==> src/rtl/serial_subtractor.sv <==
// serial_subtractor: digit-serial a - b - bw_in.
// One DIGIT-wide slice is retired per clock through a registered borrow chain.
// The public outputs (diff, bw_out, ovf) are written only when the last digit
// retires, so partial results never appear on them. start/busy/done handshake
// supports back-to-back operation with one op every N+1 cycles.
module serial_subtractor #(
  parameter int WIDTH = 8,
  parameter int DIGIT = 2
) (
  input  logic             clk,
  input  logic             rst,
  input  logic             start,
  input  logic [WIDTH-1:0] a,
  input  logic [WIDTH-1:0] b,
  input  logic             bw_in,
  output logic [WIDTH-1:0] diff,
  output logic             bw_out,
  output logic             ovf,
  output logic             busy,
  output logic             done
);

  localparam int N  = WIDTH / DIGIT;
  localparam int CW = (N > 1) ? $clog2(N) : 1;
  localparam logic [CW-1:0] LAST_DIGIT = CW'(N - 1);

  typedef enum logic [1:0] {
    S_IDLE = 2'd0,
    S_RUN  = 2'd1,
    S_DONE = 2'd2
  } state_t;

  state_t           state_q, state_d;
  logic [CW-1:0]    cnt_q, cnt_d;
  logic [WIDTH-1:0] a_q, a_d;
  logic [WIDTH-1:0] b_q, b_d;
  logic             borrow_q, borrow_d;
  logic [WIDTH-1:0] diff_q, diff_d;
  logic             bw_out_q, bw_out_d;
  logic             ovf_q, ovf_d;
  logic             busy_q, busy_d;
  logic             done_q, done_d;

  // Operands viewed as digit arrays; shadow holds the partial result per digit.
  logic [DIGIT-1:0] a_dig    [N];
  logic [DIGIT-1:0] b_dig    [N];
  logic [DIGIT-1:0] shadow_q [N];
  logic [DIGIT-1:0] shadow_d [N];
  logic [WIDTH-1:0] shadow_flat;
  logic [DIGIT:0]   dig_sum;
  logic             dig_bw;

  generate
    for (genvar gi = 0; gi < N; gi++) begin : g_dig
      assign a_dig[gi] = a_q[gi*DIGIT +: DIGIT];
      assign b_dig[gi] = b_q[gi*DIGIT +: DIGIT];
      // Flattened next-shadow: on the final digit edge this already includes
      // the digit being retired, so it is the complete result.
      assign shadow_flat[gi*DIGIT +: DIGIT] = shadow_d[gi];
    end
  endgenerate

  // Digit datapath: one DIGIT-wide subtract with borrow; top bit is borrow-out.
  always_comb begin
    dig_sum  = {1'b0, a_dig[cnt_q]} - {1'b0, b_dig[cnt_q]} - {{DIGIT{1'b0}}, borrow_q};
    dig_bw   = dig_sum[DIGIT];
    shadow_d = shadow_q;
    if (state_q == S_RUN) begin
      shadow_d[cnt_q] = dig_sum[DIGIT-1:0];
    end
  end

  // Control: next-state, operand capture and result publication.
  always_comb begin
    state_d  = state_q;
    cnt_d    = cnt_q;
    a_d      = a_q;
    b_d      = b_q;
    borrow_d = borrow_q;
    diff_d   = diff_q;
    bw_out_d = bw_out_q;
    ovf_d    = ovf_q;
    busy_d   = busy_q;
    done_d   = 1'b0;
    case (state_q)
      S_IDLE, S_DONE: begin
        if (start) begin
          state_d  = S_RUN;
          a_d      = a;
          b_d      = b;
          borrow_d = bw_in;
          cnt_d    = '0;
          busy_d   = 1'b1;
        end else begin
          state_d  = S_IDLE;
        end
      end
      S_RUN: begin
        borrow_d = dig_bw;
        cnt_d    = cnt_q + CW'(1);
        if (cnt_q == LAST_DIGIT) begin
          state_d  = S_DONE;
          diff_d   = shadow_flat;
          bw_out_d = dig_bw;
          ovf_d    = (a_q[WIDTH-1] != b_q[WIDTH-1]) &&
                     (shadow_flat[WIDTH-1] != a_q[WIDTH-1]);
          busy_d   = 1'b0;
          done_d   = 1'b1;
        end
      end
      default: begin
        state_d = S_IDLE;
        busy_d  = 1'b0;
      end
    endcase
  end

  // State and output registers; reset discards any in-flight operation.
  always_ff @(posedge clk or posedge rst) begin
    if (rst) begin
      state_q  <= S_IDLE;
      cnt_q    <= '0;
      a_q      <= '0;
      b_q      <= '0;
      borrow_q <= 1'b0;
      diff_q   <= '0;
      bw_out_q <= 1'b0;
      ovf_q    <= 1'b0;
      busy_q   <= 1'b0;
      done_q   <= 1'b0;
      for (int i = 0; i < N; i++) begin
        shadow_q[i] <= '0;
      end
    end else begin
      state_q  <= state_d;
      cnt_q    <= cnt_d;
      a_q      <= a_d;
      b_q      <= b_d;
      borrow_q <= borrow_d;
      diff_q   <= diff_d;
      bw_out_q <= bw_out_d;
      ovf_q    <= ovf_d;
      busy_q   <= busy_d;
      done_q   <= done_d;
      shadow_q <= shadow_d;
    end
  end

  assign diff   = diff_q;
  assign bw_out = bw_out_q;
  assign ovf    = ovf_q;
  assign busy   = busy_q;
  assign done   = done_q;

endmodule

==> config.mk <==
export PLATFORM = sky130hd
export DESIGN_NAME = serial_subtractor
export DESIGN_NICKNAME = d
export VERILOG_FILES = /design/src/rtl/serial_subtractor.sv
export SDC_FILE = /design/constraint.sdc
export NUM_CORES = 1
export LEC_CHECK = 0
export CORE_MARGIN = 2
export CORE_UTILIZATION = 55
export DETAILED_ROUTE_END_ITERATION = 16
export GPL_TIMING_DRIVEN = 1
export PLACE_DENSITY = 0.83
export SLEW_MARGIN = 5
export SYNTH_ARGS = -nofsm -noshare
export SYNTH_HDL_FRONTEND = slang
export SYNTH_SLANG_ARGS = --single-unit
==> constraint.sdc <==
create_clock -name clk -period 4.5 [get_ports clk]
set_input_delay 0.9 -clock clk [delete_from_list [all_inputs] [get_ports clk]]
set_output_delay 0.9 -clock clk [all_outputs]
set_load 0.005 [all_outputs]
==> results.toml <==
[setup_path]
rr_startpoint = "cnt_q[1]"
rrSetupSlack_ns = 1.89
crit_path_required_time_ns = 4.74
critPathCapture = "ovf"
timing_worst_setup_path_type = "reg -> reg"
worstPathMaxFanout = 9
data_arrival_at_the_endpoint_of_the_critical_path_ns = 2.85
reg2reg_to = "ovf"
cp-startpoint = "cnt_q[1]"
timing.critical_path.from_type = "flip-flop"
rr_worst_depth = 7
cp-end-kind = "flip-flop"

[timing]
timing.final.hold_violations = 0
tightest_slew_ns = 0.6643
number_of_setup_violations_in_the_final_report = 0
max_freq_mhz = 382.9
worst_hold_slack_ns = 0.4912
timing_max_transition_violations_final = 0
finalCriticalPeriod_ns = 2.612
unrepaired_setup_endpoints_after_global_routing = "false"
timing.setup.tns_ns = 0
layout_worst_path_cycle_share_pct = 58.04
worst_relative_slew_slack_pct = 55.51
postLayoutSetupSlackWorst_ns = 1.888
skew_ns = 0.005333

[die]
io-pin-count = 32
start_util_pct = 58.46
dieArea_um2 = 3745
rows = 20
fp.coreArea_um2 = 3078
die_y_um = 61.20
die_x_um = 61.20

[synth]
synthesis.area_per_instance_um2 = 10.52
synthCells = 171
seq_area_frac_synth_pct = 54.24
mappedNetlistArea_um2 = 1799
yosysWarningCount = 0
ys_types = 27
postSynthRegisterBits = 39
synth_nets = 197

[layout]
syn2layout_area_growth_pct = 22.11
layout_commonest_cell = "nand2_1"
num_antenna_cells = 0
post_route_cells_drive_above_1_share_pct = 9.406
final_nets = 227
fin_util_pct = 71.38
layout_common_cells = "63 x nand2_1, 39 x dfrtp_1, 31 x clkdlybuf4s50_1"
final_design_area_no_fill_um2 = 2197
fill_cells = 250

[cts]
postCtsSetupRepairBufs = 0
cts_resized = 0
worst_skew_pair.late_latency_ns = 0.35
clk_transition_reported_paths_ns = 0.12
cts_hold_buffers = 0
clk_root_buffer_cell = "clkbuf_4"
cts_sinks = 39
htree_num_levels = 2
max-clock-path-buffers = 2
tritoncts = "done"
cts-buffers-inserted = 5

[drt]
remaining_drc_errors = 0
route.final.wire_length_um = 3104
number_of_optimization_iterations_in_the_first_detailed_route_pass = 4
drt-vias-per-instance = 5.085
route.vias.total = 1251
final_antenna_net_count = 0
post_drt_wl_per_cell_um = 12.62
drtIter0Drc = 40

[grt]
antenna_violations_before_repair = 0
globalRoute.totalOverflow = 0
grt_pass1_vias = 1194
global_route_wire_length_before_repair_um = 5216
grt_start_max_net_pins = 40
groute.usage.overall_pct = 19.54

[status]
status = "completed"

[flow_run]
drv.max_cap_violation_count = 0

[place]
dpl_cell_area_um2 = 2111
dp_slack_ns = 1.866
dp.final_hpwl_um = 2272
quantity_of_i_o_buffers_inserted_on_ports = 31
gpl.final_weighted_congestion = 0.7745

[hold_path]
worst_hold_path.num_cells = 2
hold_path_class = "reg -> reg"

[power_and_ir_drop]
max-vdd-ir-drop_v = 0.0003618
total_leakage_power_nw = 1.075
power_density_nw_per_um2 = 755.8
[how the worst min path moves through the flow]
stage	from	endpoint	slack, ns
after detailed placement	b_q[1]	b_q[1]	0.46
after global placement	b_q[0]	b_q[0]	0.46
after floorplan	b_q[4]	b_q[4]	0.44
final	diff[6]	diff[6]	0.49
after CTS	b_q[4]	b_q[4]	0.49
after global routing	busy	busy	0.52
[synth_stat cells]
library cell / instances / area [um2]
nand2_1: 63 / 236.5
dfrtp_1: 39 / 975.9
o21ai_0: 14 / 70.07
inv_1: 9 / 33.78
mux2i_1: 6 / 60.06
buf_2: 4 / 20.02
buf_4: 4 / 30.03
ha_1: 4 / 50.05
mux2_2: 4 / 45.04
nand3b_1: 3 / 22.52
fa_1: 2 / 40.04
mux4_1: 2 / 52.55
mux4_2: 2 / 45.04
nor2_1: 2 / 7.510
a211oi_2: 1 / 12.51
a21oi_1: 1 / 5.000
and3b_1: 1 / 8.760
buf_6: 1 / 11.26
nand2b_1: 1 / 6.260
nand2b_2: 1 / 8.760
nand3_1: 1 / 5.000
nand3b_4: 1 / 20.02
nor2b_1: 1 / 6.260
nor2b_2: 1 / 8.760
nor3_1: 1 / 5.000
o21ai_1: 1 / 5.000
o31ai_1: 1 / 7.510
[report_power, final]
part | switching, mW | internal (mW) | leakage (nW) | total [mW]
Clock | 0.117 | 0.131 | 0.0482 | 0.248
Combinational | 0.382 | 0.392 | 0.545 | 0.774
Sequential | 0.122 | 0.517 | 0.482 | 0.639
[through the flow]
stage | total power [mW] | std cells
3_5_place_dp | 1.433 | 238
4_1_cts | 1.680 | 246
2_1_floorplan | 1.202 | 171
5_1_grt | 1.807 | 246
3_3_place_gp | 1.383 | 238
6_report | 1.661 | 246
[critical path, cell delays in order, from the launching register on]
cell and delay [ns]:
dfrtp_1 0.49, mux4_1 0.62, fa_1 0.40, inv_1 0.07, fa_1 0.52, and3b_1 0.21
a21oi_1 0.10, o21ai_0 0.08
[registers in the layout (all words and copies together) (netlist names), 2 cells and up]
name and flops:
diff 8, state_q 2, b_q 8, shadow_q 6
a_q 8, cnt_q 2
[kinds of logic after synthesis]
kind of cell | Yosys count | share of synthesized area, %
buffers and inverters | 18 | 5.285
adder cells (fa/ha/maj) | 6 | 5.007
AND/OR/NAND/NOR | 76 | 18.64
multiplexers | 14 | 11.27
flip-flops | 39 | 54.24
AO/OA/AOI/OAI | 18 | 5.563
[layout make-up]
class	count	area, um2	area share, %
Sequential cell	39	975.9	44.42
Multi-Input combinational cell	114	728.2	33.14
Tap cell	44	55.05	2.506
Inverter	9	33.78	1.538
Clock buffer	6	51.30	2.335
Timing Repair Buffer	32	317.8	14.46
Clock inverter	2	35.03	1.595
[per-layer routing]
layer	part of all wire [%]	GRT usage (%)
met4	1.4	5.590
met2	51	33.13
met1	43	23.64
met5	0	0
met3	5.1	6.933
(Power assumes the default switching activity.)
